`config.mk`:
```
export PLATFORM = sky130hd
export DESIGN_NAME = id_hazard_ctrl_flat
export DESIGN_NICKNAME = d
export VERILOG_FILES = /design/src/rtl/id_hazard_ctrl_if.sv /design/src/rtl/id_hazard_ctrl.sv /design/src/flat_wrapper.sv
export SDC_FILE = /design/constraint.sdc
export NUM_CORES = 1
export LEC_CHECK = 0
export CORE_MARGIN = 1.5
export CORE_UTILIZATION = 41
export CTS_BUF_LIST = sky130_fd_sc_hd__clkbuf_16
export CTS_CLUSTER_DIAMETER = 100
export DETAILED_ROUTE_END_ITERATION = 10
export GPL_TIMING_DRIVEN = 0
export PLACE_DENSITY = 0.76
export SLEW_MARGIN = 10
export SYNTH_ARGS = -nofsm -noshare
export SYNTH_HDL_FRONTEND = slang
export SYNTH_SLANG_ARGS = --single-unit
```
`constraint.sdc`:
```
create_clock -name CLK -period 1.6 [get_ports CLK]
set_input_delay 0.32 -clock CLK [delete_from_list [all_inputs] [get_ports CLK]]
set_output_delay 0.32 -clock CLK [all_outputs]
set_load 0.02 [all_outputs]
```
`src/rtl/id_hazard_ctrl_if.sv`:
```
// Pipeline-side bundle for the ID-stage hazard controller: stage operands in,
// forwarding selects, stall/freeze controls and observability out.
interface id_hazard_ctrl_if;
  logic        ID_Valid;
  logic [4:0]  ID_RegA;
  logic [4:0]  ID_RegB;
  logic        ID_UsesA;
  logic        ID_UsesB;
  logic        ID_Syscall;
  logic [4:0]  EXE_WriteReg;
  logic        EXE_RegWrite;
  logic        EXE_MemRead;
  logic [4:0]  MEM_WriteReg;
  logic        MEM_RegWrite;
  logic [1:0]  Forward_A;
  logic [1:0]  Forward_B;
  logic        STALL;
  logic        FREEZE;
  logic        SYS;
  logic [1:0]  STATE;
  logic [15:0] STALL_CYCLES;

  modport master (
    output ID_Valid, ID_RegA, ID_RegB, ID_UsesA, ID_UsesB, ID_Syscall,
    output EXE_WriteReg, EXE_RegWrite, EXE_MemRead, MEM_WriteReg, MEM_RegWrite,
    input  Forward_A, Forward_B, STALL, FREEZE, SYS, STATE, STALL_CYCLES
  );

  modport slave (
    input  ID_Valid, ID_RegA, ID_RegB, ID_UsesA, ID_UsesB, ID_Syscall,
    input  EXE_WriteReg, EXE_RegWrite, EXE_MemRead, MEM_WriteReg, MEM_RegWrite,
    output Forward_A, Forward_B, STALL, FREEZE, SYS, STATE, STALL_CYCLES
  );
endinterface

```
`src/rtl/id_hazard_ctrl.sv`:
```
// ID-stage hazard unit: operand forwarding selects, one-cycle load-use stall,
// and a drain/syscall/release sequence that freezes fetch around a syscall.
module id_hazard_ctrl #(
  parameter int DRAIN_CYCLES = 4
) (
  input logic             CLK,
  input logic             RESET,
  id_hazard_ctrl_if.slave bus
);

  typedef enum logic [1:0] {
    RUN     = 2'd0,
    DRAIN   = 2'd1,
    SYSC    = 2'd2,
    RELEASE = 2'd3
  } state_t;

  localparam logic [2:0] DRAIN_LOAD = 3'(DRAIN_CYCLES - 1);

  state_t      state_reg;
  logic [2:0]  cnt_reg;
  logic        sys_reg;
  logic [1:0]  fwd_a_reg;
  logic [1:0]  fwd_b_reg;
  logic [15:0] stall_cnt_reg;

  logic [4:0]  src [2];
  logic [1:0]  uses;
  logic [1:0]  hit_e;
  logic [1:0]  hit_m;
  logic [1:0]  fwd_next [2];
  logic        loaduse;
  logic        syscall_id;
  logic        stall_c;
  logic        freeze_c;

  assign src[0] = bus.ID_RegA;
  assign src[1] = bus.ID_RegB;
  assign uses   = {bus.ID_UsesB, bus.ID_UsesA};

  // ID_Valid gates every term first so undefined operands of a bubble never leak.
  generate
    for (genvar gi = 0; gi < 2; gi++) begin : g_op
      logic live;
      assign live         = bus.ID_Valid & uses[gi] & (src[gi] != 5'd0);
      assign hit_e[gi]    = live & bus.EXE_RegWrite & (bus.EXE_WriteReg == src[gi]);
      assign hit_m[gi]    = live & bus.MEM_RegWrite & (bus.MEM_WriteReg == src[gi]);
      assign fwd_next[gi] = hit_e[gi] ? 2'b01 : (hit_m[gi] ? 2'b10 : 2'b00);
    end
  endgenerate

  assign loaduse    = (|hit_e) & bus.EXE_MemRead;
  assign syscall_id = bus.ID_Valid & bus.ID_Syscall;

  always_comb begin
    stall_c  = 1'b0;
    freeze_c = 1'b0;
    case (state_reg)
      RUN: begin
        stall_c  = loaduse | syscall_id;
        freeze_c = syscall_id;
      end
      DRAIN, SYSC: begin
        stall_c  = 1'b1;
        freeze_c = 1'b1;
      end
      RELEASE: begin
        stall_c  = 1'b0;
        freeze_c = 1'b0;
      end
    endcase
  end

  always_ff @(posedge CLK or negedge RESET) begin
    if (!RESET) begin
      state_reg     <= RUN;
      cnt_reg       <= 3'd0;
      sys_reg       <= 1'b0;
      fwd_a_reg     <= 2'b00;
      fwd_b_reg     <= 2'b00;
      stall_cnt_reg <= 16'd0;
    end else begin
      // A stalled edge launches a NOP into EXE, which must not forward.
      if (stall_c) begin
        fwd_a_reg <= 2'b00;
        fwd_b_reg <= 2'b00;
        if (stall_cnt_reg != 16'hFFFF)
          stall_cnt_reg <= stall_cnt_reg + 16'd1;
      end else begin
        fwd_a_reg <= fwd_next[0];
        fwd_b_reg <= fwd_next[1];
      end

      case (state_reg)
        RUN: begin
          if (syscall_id) begin
            state_reg <= DRAIN;
            cnt_reg   <= DRAIN_LOAD;
          end
        end
        DRAIN: begin
          if (cnt_reg != 3'd0) begin
            cnt_reg <= cnt_reg - 3'd1;
          end else begin
            state_reg <= SYSC;
            sys_reg   <= 1'b1;
          end
        end
        SYSC: begin
          state_reg <= RELEASE;
          sys_reg   <= 1'b0;
        end
        RELEASE: begin
          state_reg <= RUN;
        end
      endcase
    end
  end

  assign bus.STALL        = stall_c;
  assign bus.FREEZE       = freeze_c;
  assign bus.SYS          = sys_reg;
  assign bus.STATE        = state_reg;
  assign bus.Forward_A    = fwd_a_reg;
  assign bus.Forward_B    = fwd_b_reg;
  assign bus.STALL_CYCLES = stall_cnt_reg;

endmodule
```
`src/flat_wrapper.sv`:
```
// flat-port wrapper written by rule: the top's interface ports become plain ports
module id_hazard_ctrl_flat 
#(
  parameter int DRAIN_CYCLES = 4
)
  (CLK, RESET, bus_ID_Valid, bus_ID_RegA, bus_ID_RegB, bus_ID_UsesA, bus_ID_UsesB, bus_ID_Syscall, bus_EXE_WriteReg, bus_EXE_RegWrite, bus_EXE_MemRead, bus_MEM_WriteReg, bus_MEM_RegWrite, bus_Forward_A, bus_Forward_B, bus_STALL, bus_FREEZE, bus_SYS, bus_STATE, bus_STALL_CYCLES);
  id_hazard_ctrl_if bus_i ();
  input logic CLK;
  input logic RESET;
  input wire logic [$bits(bus_i.ID_Valid)-1:0] bus_ID_Valid;
  input wire logic [$bits(bus_i.ID_RegA)-1:0] bus_ID_RegA;
  input wire logic [$bits(bus_i.ID_RegB)-1:0] bus_ID_RegB;
  input wire logic [$bits(bus_i.ID_UsesA)-1:0] bus_ID_UsesA;
  input wire logic [$bits(bus_i.ID_UsesB)-1:0] bus_ID_UsesB;
  input wire logic [$bits(bus_i.ID_Syscall)-1:0] bus_ID_Syscall;
  input wire logic [$bits(bus_i.EXE_WriteReg)-1:0] bus_EXE_WriteReg;
  input wire logic [$bits(bus_i.EXE_RegWrite)-1:0] bus_EXE_RegWrite;
  input wire logic [$bits(bus_i.EXE_MemRead)-1:0] bus_EXE_MemRead;
  input wire logic [$bits(bus_i.MEM_WriteReg)-1:0] bus_MEM_WriteReg;
  input wire logic [$bits(bus_i.MEM_RegWrite)-1:0] bus_MEM_RegWrite;
  output wire logic [$bits(bus_i.Forward_A)-1:0] bus_Forward_A;
  output wire logic [$bits(bus_i.Forward_B)-1:0] bus_Forward_B;
  output wire logic [$bits(bus_i.STALL)-1:0] bus_STALL;
  output wire logic [$bits(bus_i.FREEZE)-1:0] bus_FREEZE;
  output wire logic [$bits(bus_i.SYS)-1:0] bus_SYS;
  output wire logic [$bits(bus_i.STATE)-1:0] bus_STATE;
  output wire logic [$bits(bus_i.STALL_CYCLES)-1:0] bus_STALL_CYCLES;
  assign bus_i.ID_Valid = bus_ID_Valid;
  assign bus_i.ID_RegA = bus_ID_RegA;
  assign bus_i.ID_RegB = bus_ID_RegB;
  assign bus_i.ID_UsesA = bus_ID_UsesA;
  assign bus_i.ID_UsesB = bus_ID_UsesB;
  assign bus_i.ID_Syscall = bus_ID_Syscall;
  assign bus_i.EXE_WriteReg = bus_EXE_WriteReg;
  assign bus_i.EXE_RegWrite = bus_EXE_RegWrite;
  assign bus_i.EXE_MemRead = bus_EXE_MemRead;
  assign bus_i.MEM_WriteReg = bus_MEM_WriteReg;
  assign bus_i.MEM_RegWrite = bus_MEM_RegWrite;
  assign bus_Forward_A = bus_i.Forward_A;
  assign bus_Forward_B = bus_i.Forward_B;
  assign bus_STALL = bus_i.STALL;
  assign bus_FREEZE = bus_i.FREEZE;
  assign bus_SYS = bus_i.SYS;
  assign bus_STATE = bus_i.STATE;
  assign bus_STALL_CYCLES = bus_i.STALL_CYCLES;
  id_hazard_ctrl #(.DRAIN_CYCLES(DRAIN_CYCLES)) u_core (.CLK(CLK), .RESET(RESET), .bus(bus_i));
endmodule
```
# After elaboration in Yosys (flattened, before gate mapping)
# Index checks and enable logic that the tools add are counted.
# W data, S select, Z words.
# word_totals
inputBits	29
word_cells	62
regBits	26
out_inout_bits	25
# op_classes
eq_ne	11
reduce_logical	12
muxes	16
addsub	2
n_bitwise	15
# op_table
op	count
$eq A5 B5 Y1	4
$add A16 B1 Y16 const B	1
$mux W2	8
$ne A16 B16 Y1 const B	1
$and A1 B1 Y1	14
$reduce_bool A5 Y1	2
$pmux W2 S4	1
$mux W3	2
$pmux W1 S3	2
$pmux W3 S2	1
$reduce_and A2 Y1	3
$eq A2 B2 Y1 const B	2
$ne A2 B1 Y1 const B	2
$reduce_bool A2 Y1	2
$reduce_or A2 Y1	2
$reduce_and A3 Y1	1
$reduce_bool A3 Y1	1
$sub A3 B1 Y3 const B	1
$eq A2 B1 Y1 const B	1
$logic_not A2 Y1	1
$ne A2 B2 Y1 const B	1
$pmux W1 S2	1
$mux W1	1
$or A1 B1 Y1	1

# Longest topological paths before layout
# depth
ltp_word	9
mapped_depth	9
depth_no_buf	8

# Worst setup path after synthesis
# OpenSTA, ideal clock, no wires.
# synth_path
kind	register to register
start	register u_core.state_reg[0] (netlist: u_core.bus.STATE[0])
end	register u_core.stall_cnt_reg[12] (netlist: u_core.bus.STALL_CYCLES[12])
period_less_slack_ns	2.003
required_time_ns	1.472
path_buffers	0
path_slack_ns	-0.403
setup_time_ns	0.128
t_arrival_ns	1.875
path_stages_with_launch	8
path_cell_list	dfrtp_1 inv_1 ha_1 nor2b_1 a31oi_1 o21ai_2 nand4_1 mux2_1
# synth_via
elab_chain_len	4
elab_cells_between_ends	7
cone_classes	3 x eq/ne; 1 x mux; 3 x reduce/logical
# synth_lines
item	line	rtl
from (decl)	id_hazard_ctrl.sv:20	state_t state_reg;
from (signal assigned)	id_hazard_ctrl.sv:76	state_reg <= RUN;
from (signal assigned)	id_hazard_ctrl.sv:97	state_reg <= DRAIN;
from (signal assigned)	id_hazard_ctrl.sv:105	state_reg <= SYSC;
$eq A2 B2 Y1 or $eq A2 B1 Y1 (tied branches)	id_hazard_ctrl.sv:58	case (state_reg)
$reduce_or A2 Y1	id_hazard_ctrl.sv:58	
$pmux W1 S3 *	id_hazard_ctrl.sv:58	
net bus_STALL	flat_wrapper.sv:23	output wire logic [$bits(bus_i.STALL)-1:0] bus_STALL;
$reduce_and A2 Y1 (no line) *	--	
to (signal assigned)	id_hazard_ctrl.sv:88	stall_cnt_reg <= stall_cnt_reg + 16'd1;
to (decl)	id_hazard_ctrl.sv:25	logic [15:0] stall_cnt_reg;
# Mark *: on every way through the listed nets, which the timed path passes. The rest lies on a longest branch.
# A chain may end at the register's enable or synchronous reset.

# Final worst setup path
# layout_path
start	register u_core.state_reg[1] (netlist: u_core.bus.STATE[1])
end	output port bus_STALL
# layout_via
elab_chain_len	3
elab_cells_between_ends	6
cone_classes	3 x eq/ne; 1 x mux; 2 x reduce/logical
# layout_lines
item	line
$eq A2 B2 Y1 or $eq A2 B1 Y1 (tied branches)	id_hazard_ctrl.sv:58
$reduce_or A2 Y1	id_hazard_ctrl.sv:58
$pmux W1 S3 *	id_hazard_ctrl.sv:58
to (decl)	flat_wrapper.sv:23
# Mark *: on every way between the ends. The rest lies on a longest branch, timed or not.

==> results.md <==
Drt:
- The number of DRC markers in iteration 0 is 68.
- The iteration count of the initial detailed-routing pass is 4.
- The average detailed-routed wire length per instance is 14.72 µm.
- The number of antenna-violating nets in the routed design is 0.
- The ratio of routed vias to standard cells is 5.289.
- The via count is 1502.
- The final wirelength is 4.181 mm.
- The post-route DRC violation count is 0.

Setup path:
- The cell repeated most along the worst path is buf_6.
- In this run the worst path has a maximum fanout of 2.
- The library cell contributing the largest single delay on the critical path is dfrtp_2.
- The critical path start-end classification is flop to primary output.
- Traced cell by cell, the critical path runs through inv_4, ha_4, nor2b_4, a31oi_4, buf_6, o21ai_4, buf_6.
- The endpoint arrival time on the critical path is 1570 ps.
- The launch point of the worst path is u_core.bus.STATE[1]$_DFFE_PN0P_.
- STA classifies the critical path endpoint as a primary output.
- The worst reg2reg path endpoint is u_core.bus.STALL_CYCLES[1]$_DFFE_PN0P_.
- For the worst flop-to-flop path, the logic depth is 9.
- In this design, the stage delay of the slowest critical-path cell is 420 ps.
- STA classifies the critical path startpoint as a flop.
- Data on the critical path is required at its endpoint by 1280 ps.
- In this run the critical register-to-register path is launched from u_core.bus.STATE[1]$_DFFE_PN0P_.
- The setup check on the worst reg-to-reg path leaves a slack of -290 ps.

Floorplanning:
- The die boundary height is 65.89 µm.
- The starting density of the core is 43.64%.
- The die covers 4341 µm².
- From left edge to right edge, the die measures 65.89 µm.
- The total number of placement rows is 22.
- Pin placement for this block handled 54 I/O pins.
- The core region area is 3716 µm².

STA:
- The maximum clock rate is 528.9 MHz.
- Measured against its own limit, the worst slew margin works out to 60.98%.
- Setup repair after global routing could not meet its margin everywhere.
- The number of max-slew violations in the final report is 0.
- The transition time of the tightest slew-check pin is 585.3 ps.
- The final count of hold timing violations is 0.
- The number of failing setup endpoints in the final timing report is 20.
- The worst clock skew on the final layout is 2.184 ps.
- Dividing the final minimum period by the clock period gives 118.2%.
- In the post-route analysis, the smallest setup slack over all paths is -290.6 ps.
- Subtracting the final worst setup slack from the clock period gives 1891 ps.

Synth:
- After synthesis the netlist holds a flip-flop and latch count of 26.
- The most instantiated flip-flop cell in the synthesis netlist is dfrtp_1.
- The synthesized netlist contains 35 unique library cells.
- The area of the mapped netlist is 1622 µm².
- The sequential element share of the synthesized area is 40.12%.
- During synthesis, Yosys emitted a total of 0 warnings.
- In this run, synthesis inferred 0 flip-flops with an integrated enable.
- A synthesized cell averages 10.07 µm².
- The share of async-settable or async-resettable flops after synthesis is 100.0%.
- The number of cells produced by synthesis is 161.
- The net count of the mapped netlist is 197.

Min path:
- In this run the worst hold path is classified as input port to async pin.

Global routing:
- In the global route stage, overall resource usage came out at 19.51%.
- The met2 capacity usage during global routing is 35.35%.
- The via count of the first global-routing pass is 1474.
- The remaining global-route overflow is 0.
- The number of antenna violations at the first check in global routing was 0.
- The most congested layer reported by global routing is met2.
- The global-route met3 utilization is 3.066%.
- In the global route stage, met1 resource usage came out at 22.65%.
- The maximum number of pins on one net before global-route repair is 27.
- The first-pass GRT wire length is 6.472 mm.

Pwr:
- For this design the ratio of total power to cell area is 1675 nW/µm².
- The maximum ir drop on the vdd rail is 0.6213 mV.
- The leakage component of the power is 1.273 nW.
- Overall power consumption after layout is estimated at 4.360 mW.

Clock network:
- TritonCTS built the clock tree.
- Clock latency on the worst-skew pair, taken at its later pin, is 260 ps.
- The clock transition at the register clock pins on the worst setup and hold paths after CTS is 60 ps.
- The total number of clock tree sinks is 26.
- The H-tree depth reported by CTS is 1.
- The tree is rooted in a clkbuf_16.
- The largest buffer count on any clock path is 2.
- The number of clock buffers inserted by TritonCTS is 3.

Final layout:
- At the end of the flow the core is filled with cells to 70.07%.
- The area growth from synthesis to layout is 60.57%.
- Summing all flip-flop and latch instances after layout gives 655.6 µm².
- In the final design database the tool counted 273 nets.
- In the layout the commonest cells are 22 x dfrtp_1, 20 x dlygate4sd2_1, 16 x xnor2_1, 16 x buf_4, 14 x clkdlybuf4s50_1.
- The fraction of layout instances using a drive strength above 1 is 35.17%.
- The count of antenna diodes in the layout is 0.
- The number of flip-flops in the largest register is 16.
- Counting the fill cells in the layout gives 297.
- The most common library cell in the layout ignoring fill and taps is dfrtp_1.
- The multi-input combinational cells in the finished layout cover a total of 1130 µm².

Outcome:
- The flow ran to the end, but the final reports show violations.
- The final reports fail on negative setup slack.

Placed design:
- During placement, the flow inserted port buffers numbering 53.
- The congestion estimate from routability-driven global placement came to 0.7711.
- The HPWL after detailed placement is 2.774 mm.
- The placement-stage worst setup slack is -1148 ps.

Flow run:
- Across the run, the number of max-cap violations was 0.
[where the power goes]
part           leakage [nW]  switching (mW)  internal (mW)
Combinational         0.886            1.34           1.29
Sequential            0.336           0.176          0.837
Clock                0.0511           0.223          0.497
[critical path: cells and delay by family, from the launching register on]
| kind | cells | cell delay (ps) |
|---|---|---|
| AOI/OAI and AO/OA | 2 | 220 |
| adders and majority gates | 1 | 200 |
| buffers and inverters | 3 | 330 |
| DFF | 1 | 420 |
| and+or+nand+nor | 1 | 130 |
[worst max-delay path by stage]
stage | cells after the start | end
after CTS | 7 | bus_STALL
after global routing | 9 | u_core.bus.STALL_CYCLES[1]$_DFFE_PN0P_
after global placement | 6 | bus_STALL
after detailed placement | 6 | bus_STALL
final | 7 | bus_STALL
after floorplan | 8 | u_core.bus.STALL_CYCLES[8]$_DFFE_PN0P_
[what timing repair did]
action / 4_1_cts / 5_1_grt
pin swaps: 24 / 17
cloned: 1 / 0
endpoints found under the setup margin: 36 / 24
hold buffers: 0 / 0
buffers inserted: 12 / 6
resized for setup: 104 / 22
[cell type report]
class / count / area share [%]
Clock inverter: 1 / 1.153
Clock buffer: 3 / 2.883
Buffer: 1 / 0.4325
Inverter: 9 / 1.394
Sequential cell: 26 / 25.18
Tap cell: 48 / 2.307
Multi-Input combinational cell: 125 / 43.39
Timing Repair Buffer: 71 / 23.26
[Yosys cell counts (2+ instances only)]
| master | n | area [µm²] |
|---|---|---|
| o21ai_0 | 7 | 35.03 |
| inv_1 | 9 | 33.78 |
| and3_1 | 4 | 25.02 |
| nand3_1 | 7 | 35.03 |
| xor2_1 | 13 | 113.9 |
| and4_1 | 4 | 35.03 |
| o211a_1 | 2 | 20.02 |
| nor2_1 | 7 | 26.28 |
| xnor2_1 | 19 | 166.4 |
| nor3_1 | 4 | 20.02 |
| a31oi_1 | 2 | 12.51 |
| a21oi_1 | 4 | 20.02 |
| nand2_1 | 15 | 56.30 |
| a21o_1 | 2 | 15.01 |
| nand4_1 | 9 | 56.30 |
| nor2b_1 | 2 | 12.51 |
| o21ai_2 | 2 | 17.52 |
| ha_1 | 7 | 87.58 |
| dfrtp_1 | 26 | 650.6 |
[per-stage QoR]
step	hold WS (ps)	cells	TNS (ps)	area [µm²]
final	57.72	284	-4144	2604
after global routing	102.3	284	-5512	2604
after CTS	472.2	279	-3423	2521
after detailed placement	488.2	262	-19530	2246
after global placement	480.4	262	-19420	2246
after floorplan	24.41	161	-2236	1655
[per-layer routing]
| layer | wire (µm) | part of all wire [%] |
|---|---|---|
| met1 | 1740 | 42 |
| met2 | 2182 | 52 |
| met3 | 149 | 3.6 |
| met4 | 109 | 2.6 |
| met5 | 0 | 0 |
[kinds of logic after synthesis]
logic type      after synthesis  synth area share (%)
compound gates               24                 10.57
xor+xnor                     33                 18.29
fa+ha+maj                     7                 5.401
buf+inv                      10                 2.778
flops                        26                 40.12
mux                           2                 1.389
simple gates                 59                 21.45
Note: power is estimated with default switching activity, not from simulation.
